--- src/rtl/blinky_pkg.sv ---
// Shared mode encodings and the per-channel LED decision for the blinky PWM bank.
package blinky_pkg;

  typedef enum logic [1:0] {
    MODE_OFF   = 2'b00,
    MODE_ON    = 2'b01,
    MODE_PWM   = 2'b10,
    MODE_BLINK = 2'b11
  } mode_e;

  // below: phase is under the duty threshold; blinkOn: current blink half-period is lit
  function automatic logic led_level(input mode_e mode, input logic below, input logic blinkOn);
    logic lvl;
    case (mode)
      MODE_ON:    lvl = 1'b1;
      MODE_PWM:   lvl = below;
      MODE_BLINK: lvl = below & blinkOn;
      default:    lvl = 1'b0;
    endcase
    return lvl;
  endfunction

endpackage

--- src/rtl/blinky_chan.sv ---
// One LED channel: shadow config taking writes, active config reloaded at period end,
// and a registered compare against the shared phase counter.
module blinky_chan
  import blinky_pkg::*;
#(
  parameter int WIDTH = 8
) (
  input  logic             i_clk,
  input  logic             i_reset,
  input  logic             i_wr,
  input  logic [1:0]       i_mode,
  input  logic [WIDTH-1:0] i_duty,
  input  logic             i_load,
  input  logic [WIDTH-1:0] i_phase,
  input  logic             i_blink,
  output logic             o_led
);

  mode_e            shadowMode_q, shadowMode_d;
  mode_e            activeMode_q, activeMode_d;
  logic [WIDTH-1:0] shadowDuty_q, shadowDuty_d;
  logic [WIDTH-1:0] activeDuty_q, activeDuty_d;
  logic             led_q, led_d;

  // A write landing on the load cycle stays in shadow; active takes the pre-write shadow.
  always_comb begin
    shadowMode_d = shadowMode_q;
    shadowDuty_d = shadowDuty_q;
    activeMode_d = activeMode_q;
    activeDuty_d = activeDuty_q;
    if (i_wr) begin
      shadowMode_d = mode_e'(i_mode);
      shadowDuty_d = i_duty;
    end
    if (i_load) begin
      activeMode_d = shadowMode_q;
      activeDuty_d = shadowDuty_q;
    end
    led_d = led_level(activeMode_q, (i_phase < activeDuty_q), i_blink);
  end

  always_ff @(posedge i_clk or posedge i_reset) begin
    if (i_reset) begin
      shadowMode_q <= MODE_OFF;
      shadowDuty_q <= '0;
      activeMode_q <= MODE_OFF;
      activeDuty_q <= '0;
      led_q        <= 1'b0;
    end else begin
      shadowMode_q <= shadowMode_d;
      shadowDuty_q <= shadowDuty_d;
      activeMode_q <= activeMode_d;
      activeDuty_q <= activeDuty_d;
      led_q        <= led_d;
    end
  end

  assign o_led = led_q;

endmodule

--- src/rtl/blinky_pwm_bank.sv ---
// Bank of NCH LED channels sharing one prescaled PWM phase counter and a blink counter;
// channel config is double-buffered so changes only take effect at a period boundary.
module blinky_pwm_bank
  import blinky_pkg::*;
#(
  parameter  int NCH        = 4,
  parameter  int WIDTH      = 8,
  parameter  int PRESCALE   = 16,
  parameter  int BLINK_BITS = 4,
  localparam int CHW        = (NCH > 1) ? $clog2(NCH) : 1
) (
  input  logic             i_clk,
  input  logic             i_reset,
  input  logic             i_wr,
  input  logic [CHW-1:0]   i_ch,
  input  logic [1:0]       i_mode,
  input  logic [WIDTH-1:0] i_duty,
  output logic             o_ack,
  output logic             o_err,
  output logic [NCH-1:0]   o_led,
  output logic [WIDTH-1:0] o_counter,
  output logic             o_period
);

  localparam int PSW = (PRESCALE > 1) ? $clog2(PRESCALE) : 1;

  logic [PSW-1:0]        presc_q, presc_d;
  logic [WIDTH-1:0]      phase_q, phase_d;
  logic [BLINK_BITS-1:0] blink_q, blink_d;
  logic                  period_q, ack_q, err_q;
  logic                  step, periodEnd, chValid;
  logic [NCH-1:0]        ledBits;

  // With PRESCALE=1 the prescaler sits at 0 and every cycle is a step.
  always_comb begin
    step      = (presc_q == PSW'(PRESCALE - 1));
    presc_d   = step ? '0 : presc_q + PSW'(1);
    phase_d   = step ? phase_q + WIDTH'(1) : phase_q;
    periodEnd = step && (&phase_q);
    blink_d   = periodEnd ? blink_q + BLINK_BITS'(1) : blink_q;
    chValid   = (32'(i_ch) < NCH);
  end

  always_ff @(posedge i_clk or posedge i_reset) begin
    if (i_reset) begin
      presc_q  <= '0;
      phase_q  <= '0;
      blink_q  <= '0;
      period_q <= 1'b0;
      ack_q    <= 1'b0;
      err_q    <= 1'b0;
    end else begin
      presc_q  <= presc_d;
      phase_q  <= phase_d;
      blink_q  <= blink_d;
      period_q <= periodEnd;
      ack_q    <= i_wr && chValid;
      err_q    <= i_wr && !chValid;
    end
  end

  for (genvar n = 0; n < NCH; n++) begin : gChan
    blinky_chan #(
      .WIDTH(WIDTH)
    ) uChan (
      .i_clk  (i_clk),
      .i_reset(i_reset),
      .i_wr   (i_wr && (i_ch == CHW'(n))),
      .i_mode (i_mode),
      .i_duty (i_duty),
      .i_load (periodEnd),
      .i_phase(phase_q),
      .i_blink(blink_q[BLINK_BITS-1]),
      .o_led  (ledBits[n])
    );
  end

  assign o_led     = ledBits;
  assign o_counter = phase_q;
  assign o_period  = period_q;
  assign o_ack     = ack_q;
  assign o_err     = err_q;

endmodule

--- config.mk ---
export PLATFORM = sky130hd
export DESIGN_NAME = blinky_pwm_bank
export DESIGN_NICKNAME = d
export VERILOG_FILES = /design/src/rtl/blinky_pkg.sv /design/src/rtl/blinky_chan.sv /design/src/rtl/blinky_pwm_bank.sv
export SDC_FILE = /design/constraint.sdc
export NUM_CORES = 1
export LEC_CHECK = 0
export ABC_AREA = 1
export CORE_AREA = 2 2 121 123
export CTS_CLUSTER_SIZE = 20
export DETAILED_ROUTE_END_ITERATION = 6
export DIE_AREA = 0 0 123 125
export GPL_TIMING_DRIVEN = 0
export PLACE_DENSITY = 0.61
export SLEW_MARGIN = 20
export SYNTH_ARGS = -nofsm -noshare
export SYNTH_HDL_FRONTEND = slang
export SYNTH_HIERARCHICAL = 1
export SYNTH_SLANG_ARGS = --single-unit
--- constraint.sdc ---
create_clock -name i_clk -period 4.2 [get_ports i_clk]
set_input_delay 0.84 -clock i_clk [delete_from_list [all_inputs] [get_ports i_clk]]
set_output_delay 0.84 -clock i_clk [all_outputs]
set_load 0.02 [all_outputs]
==> results of run 1 <==
==> worst paths after layout <==
kind	startpoint	endpoint	slack [ps]	cells after the start
worst max-delay path	o_counter[3]$_DFFE_PP0N_	o_counter[3]	1630	1
worst min-delay path	gChan[0].uChan/activeMode_q[0]$_DFFE_PP0P_	gChan[0].uChan/o_led$_DFF_PP0_	480	2
worst max register to register	o_counter[1]$_DFFE_PP0N_	gChan[3].uChan/activeDuty_q[2]$_DFFE_PP0P_	2330	8
worst min register to register	gChan[0].uChan/activeMode_q[0]$_DFFE_PP0P_	gChan[0].uChan/o_led$_DFF_PP0_	480	2
max in group asynchronous	i_reset	gChan[0].uChan/shadowDuty_q[3]$_DFFE_PP0P_	2610	2
min in group asynchronous	i_reset	o_ack$_DFF_PP0_	1070	2
==> power by group <==
part | internal [uW] | switching, uW
Combinational | 104 | 63.4
Clock | 434 | 352
Sequential | 1050 | 38.7
Total | 1590 | 455
==> cells by family (layout without fill, tap and decap cells) <==
group / Yosys count / count (layout)
AO/OA/AOI/OAI: 58 / 58
AND/OR/NAND/NOR: 162 / 162
XOR/XNOR: 7 / 7
buffers and inverters: 81 / 124
multiplexers: 36 / 36
adder cells (fa/ha/maj): 31 / 31
flip-flops: 102 / 102
other: 1 / 1
==> cell usage after synthesis (all sizes together) <==
| master | n |
|---|---|
| nand2 | 117 |
| dfrtp | 102 |
| inv | 67 |
| o21ai | 42 |
| mux2 | 36 |
| ha | 31 |
| nor2 | 27 |
| a21oi | 12 |
| buf | 9 |
| nand3 | 9 |
| nor3 | 5 |
| clkbuf | 4 |
| o211ai | 4 |
| xor2 | 4 |
| xnor2 | 3 |
| nand3b | 2 |
| clkinv | 1 |
| conb | 1 |
| nand4 | 1 |
| or2 | 1 |
==> cell type report <==
class / count / area (um2)
Inverter: 68 / 256
Clock buffer: 13 / 260
Fill cell: 1384 / 8550
Tap cell: 184 / 230
Multi-Input combinational cell: 295 / 1960
Buffer: 13 / 92.6
Clock inverter: 2 / 17.5
Sequential cell: 102 / 2550
Timing Repair Buffer: 28 / 280
==> per-layer routing <==
| metal | GRT usage, % | share of wire (%) |
|---|---|---|
| met1 | 20.4 | 48 |
| met2 | 22.1 | 45 |
| met3 | 3.15 | 5.9 |
| met4 | 4.21 | 1.2 |
| met5 | 0 | 0 |
==> stage by stage <==
stage | std cells | utilization [%] | hold slack [ps]
2_1_floorplan | 478 | - | 449
3_3_place_gp | 690 | 37.8 | 466
3_5_place_dp | 690 | 37.8 | 466
4_1_cts | 705 | 39.8 | 482
5_1_grt | 705 | 39.8 | 493
6_report | 705 | 39.8 | 481
==> state kept, by name, summed over array words and instances, names as in the netlist <==
| name | cells |
|---|---|
| o_counter | 8 |
| gChan.uChan/activeMode_q | 8 |
| gChan.uChan/shadowDuty_q | 32 |
| gChan.uChan/shadowMode_q | 8 |
| o_ack | 1 |
| o_period | 1 |
| gChan.uChan/activeDuty_q | 32 |
| blink_q | 4 |
| gChan.uChan/o_led | 4 |
| presc_q | 4 |
==> worst reg2reg max path, stage by stage, from the launching register on <==
cell	delay (ps)
dfrtp_1	580
ha_1	240
inv_1	80
nor2_2	160
nand3_4	120
clkinv_2	180
buf_2	270
nand2_1	80
o21ai_0	90
==> results.json, run 1 <==
{
  "outcome": "completed",
  "crit_type": "flop to output pin",
  "cts-resized-gates": 0,
  "required_ps": 3360,
  "synth_top_area_share_pct": 52.5,
  "end_kind": "output pin",
  "syn2layout_area_growth_pct": 16.2,
  "rows": 44,
  "slew_violations": 0,
  "fin_tns_setup_ps": 0,
  "p_total_uw": 2050,
  "initialDrtViolationCount": 191,
  "cp-start-kind": "flop",
  "die_h_um": 125,
  "antenna_found_initial": 0,
  "numCtsBuffers": 9,
  "synth_cell_types": 29,
  "synthCells": 478,
  "syn_avg_cell_area_um2": 10.2,
  "grt_pass1_vias": 3183,
  "synth_top_family_by_area": "simple AND/OR/NAND/NOR gates",
  "yosysSeqAreaShare_pct": 52.5,
  "synth.area.mux_share_pct": 10.8,
  "clk_latency_ps": 350,
  "pin_count": 30,
  "ant_nets": 0,
  "cpLargestDelayFamily": "buffers and inverters",
  "track_usage_pct": 14.4,
  "p_leak_uw": 0.00277,
  "antennaDiodeCount": 0,
  "hold_path.class": "flop to flop",
  "drc": 0,
  "cpMaxStageDelayCell": "clkdlybuf4s50_1",
  "grt_max_degree": 22,
  "start_util_pct": 34.2,
  "cts_sinks": 102,
  "die_area_um2": 15400,
  "final_common_cell": "nand2_1",
  "relSlewSlack_pct": 45.9,
  "cp_slowest_stage_delay_ps": 710,
  "wire_per_inst_um": 14.8,
  "max_freq_ghz": 0.389,
  "root_buffer": "clkbuf_16",
  "wirelength_um": 10400,
  "synth.top_cells.by_area": "dfrtp_1 (52%), mux2_4 (9.9%), nand2_1 (8.9%)",
  "synth_xor_area_share_pct": 1.26,
  "io_buffers": 28,
  "holdBufCountCts": 0,
  "crit_buf_inv": 1,
  "path_cells": "clkdlybuf4s50_1",
  "via_per_inst": 4.59,
  "synth-simple-area-share_pct": 14.0,
  "period_share_pct": 61.2,
  "cts_tree": "done",
  "stdcell_area_um2": 5650,
  "overflow": 0,
  "grt_pass1_wl_um": 16600,
  "layout.nets": 563,
  "yosys.area.top_type": "dfrtp_1",
  "dp_hpwl_um": 7240,
  "worst_ep_arrival_time_ps": 1730,
  "setup_violations": 0,
  "final_layout_size_suffix_gt1_share_pct": 13.8,
  "h-tree-depth": 3,
  "cts_buffer_depth": 2,
  "dr.pass1.iters": 4,
  "critPathMaxFanout": 10,
  "powerDensity_nw_per_um2": 362,
  "gp_congestion": 0.794,
  "syn-cell-area_um2": 4860,
  "finalClockSkew_ps": 7.21,
  "post-place-ws_ps": 1600,
  "tightest_slew_ps": 811,
  "grt_setup_unrepaired": "false",
  "drv_cap": 0,
  "layout_min_cycle_time_ps": 2570,
  "routed-via-count": 3233,
  "worst_slack_ps": 1630,
  "ys_warn_count": 6,
  "hold_viol": 0,
  "syn-num-nets": 524,
  "die_w_um": 123,
  "cts_setup_buffers": 0,
  "synth_compound_area_share_pct": 6.17,
  "synthAdderAreaFrac_pct": 7.98,
  "core_um2": 14200,
  "dpl-instance-area_um2": 5370,
  "clkTransAtPathRegs_ps": 70,
  "ys_seq_elements": 102,
  "layout_common_cells": "nand2_1 (115), dfrtp_1 (102), inv_1 (67)",
  "ir_worst_vdd_uv": 195
}
No activity file was read; power rests on OpenSTA's default activity.
==> run 2, diff against run 1 <==
==> constraint.sdc (replaced) <==
create_clock -name i_clk -period 2.5 [get_ports i_clk]
set_input_delay 0.5 -clock i_clk [delete_from_list [all_inputs] [get_ports i_clk]]
set_output_delay 0.5 -clock i_clk [all_outputs]
set_load 0.02 [all_outputs]
==> results of run 2 <==
The final DEF is identical to that of run 1. Status: completed.
Main changes from that run: setup slack after placement 1600 ps -> 245 ps; setup slack after layout 1630 ps -> 270 ps; register-to-register setup slack 2330 ps -> 630 ps; total power 2050 uW -> 3440 uW; worst IR drop on VDD 195 uV -> 328 uV
==> run 3, diff against run 2 <==
--- a/config.mk
+++ b/config.mk
@@ -10,8 +10,9 @@
 export CTS_CLUSTER_SIZE = 20
 export DETAILED_ROUTE_END_ITERATION = 6
 export DIE_AREA = 0 0 123 125
+export DONT_BUFFER_PORTS = 1
 export GPL_TIMING_DRIVEN = 0
-export PLACE_DENSITY = 0.61
+export PLACE_DENSITY = 0.59
 export SLEW_MARGIN = 20
 export SYNTH_ARGS = -nofsm -noshare
 export SYNTH_HDL_FRONTEND = slang
==> run 3 against run 2 <==
  * Non-clock buffer count fell by 28
  * Flip-flop and latch count did not move
  * Final cell count fell by 3.5%
==> results.json, run 3 (synthesis gave the netlist of run 1 again) <==
{
  "final_common_cell": "nand2_1",
  "finalClockSkew_ps": 11.4,
  "layout.nets": 535,
  "final_layout_size_suffix_gt1_share_pct": 15.2,
  "grtUsageMet3_pct": 4.61,
  "grt_pass1_vias": 3342,
  "dpl-instance-area_um2": 5090,
  "drc": 0,
  "end_kind": "flop",
  "cts_buffer_depth": 2,
  "grt_pass1_wl_um": 17400,
  "biggestRegsByFlops": "gChan.uChan/activeDuty_q x32, gChan.uChan/shadowDuty_q x32",
  "cp-start-kind": "flop",
  "routed-via-count": 3156,
  "cpMaxStageDelayCell": "dfrtp_1",
  "layout_min_cycle_time_ps": 2040,
  "wire_per_inst_um": 15.5,
  "cpLargestDelayFamily": "flip-flops",
  "initialDrtViolationCount": 167,
  "fill_cells": 1462,
  "worst_slack_ps": 462,
  "drv_cap": 0,
  "wirelength_um": 10600,
  "required_ps": 2770,
  "h-tree-depth": 3,
  "setup_violations": 0,
  "core_um2": 14200,
  "globalRouteMet1Util_pct": 20.8,
  "tightest_slew_ps": 809,
  "max_freq_ghz": 0.491,
  "gp_congestion": 0.770,
  "critPathMaxFanout": 12,
  "p_total_uw": 3550,
  "grt_most_used_layer": "met2",
  "rows": 44,
  "p_leak_uw": 0.00268,
  "cts-resized-gates": 0,
  "reg2reg_depth": 8,
  "outcome": "completed",
  "start_util_pct": 34.2,
  "track_usage_pct": 15.0,
  "post-place-ws_ps": 481,
  "path_cells": "ha_1 > inv_1 > nor2_2 > nand3_4 > clkinv_2 > clkbuf_2 > nor2_1 > a21oi_1",
  "dr.pass1.iters": 4,
  "root_buffer": "clkbuf_16",
  "grtUsageMet2_pct": 22.7,
  "cp_slowest_stage_delay_ps": 720,
  "period_share_pct": 81.5,
  "dp_hpwl_um": 7350,
  "die_h_um": 125,
  "cts_setup_buffers": 0,
  "worst_ep_arrival_time_ps": 2310,
  "slew_violations": 0,
  "post-route-util_pct": 38.1,
  "pin_count": 30,
  "crit_buf_inv": 3,
  "seq_area_um2": 2550,
  "clkTransAtPathRegs_ps": 70,
  "cts_tree": "done",
  "hold_viol": 0,
  "fin_tns_setup_ps": 0,
  "via_per_inst": 4.64,
  "reg2reg_slack_ps": 460,
  "ant_nets": 0,
  "holdBufCountCts": 0,
  "grt_setup_unrepaired": "false",
  "clk_latency_ps": 350,
  "powerDensity_nw_per_um2": 655,
  "hold_path.class": "primary input to asynchronous set/reset pin",
  "layout_common_cells": "nand2_1 (115), dfrtp_1 (102), inv_1 (67)",
  "multi_input_area_um2": 1960,
  "overflow": 0,
  "stdcell_area_um2": 5410,
  "io_buffers": 0,
  "ir_worst_vdd_uv": 417,
  "crit_type": "flop to flop",
  "syn2layout_area_growth_pct": 11.3,
  "relSlewSlack_pct": 46.0,
  "antenna_found_initial": 1,
  "numCtsBuffers": 9,
  "reg2reg_from": "o_counter[1]$_DFFE_PP0N_",
  "die_area_um2": 15400,
  "r2r_end": "gChan[0].uChan/activeDuty_q[0]$_DFFE_PP0P_",
  "grt_max_degree": 22,
  "die_w_um": 123,
  "cts_sinks": 102
}
[run 3: worst max path at each step]
stage | slack [ps] | startpoint | endpoint | cells after the start
3_3_place_gp | 530 | o_counter[1]$_DFFE_PP0N_ | gChan[0].uChan/activeDuty_q[0]$_DFFE_PP0P_ | 8
3_5_place_dp | 480 | o_counter[1]$_DFFE_PP0N_ | gChan[2].uChan/activeDuty_q[0]$_DFFE_PP0P_ | 8
4_1_cts | 460 | o_counter[1]$_DFFE_PP0N_ | gChan[2].uChan/activeDuty_q[0]$_DFFE_PP0P_ | 8
2_1_floorplan | 920 | o_counter[1]$_DFFE_PP0N_ | gChan[0].uChan/activeDuty_q[0]$_DFFE_PP0P_ | 8
6_report | 460 | o_counter[1]$_DFFE_PP0N_ | gChan[0].uChan/activeDuty_q[0]$_DFFE_PP0P_ | 8
5_1_grt | 290 | o_counter[1]$_DFFE_PP0N_ | gChan[3].uChan/activeDuty_q[0]$_DFFE_PP0P_ | 8
[run 3: metrics by stage]
step	cells	hold WS [ps]
floorplan	478	439
global placement	662	468
detailed placement	662	469
CTS	678	164
global route	678	169
finish	680	145
[run 3: power by group]
part | leakage [uW] | total [uW] | internal [uW] | switching (uW)
Sequential | 0.00132 | 1840 | 1770 | 68.1
Clock | 0.000157 | 1470 | 840 | 627
Combinational | 0.00120 | 238 | 154 | 84.6
[run 3: layer usage]
layer  up-vias  wire length [um]
li1       1552                 -
met1      1530              5190
met2        59              4660
met3        15               532
met4         0               177
met5         -                 0
[run 3: final cells by class]
cell class              count  area share (%)
flip-flops and latches    102            47.2
plain buffers              13            1.71
clock inverters             5            1.13
inverters                  68            4.74
clock buffers              11            4.67
diodes                      2          0.0925
well taps                 184            4.25
multi-input cells         295            36.2
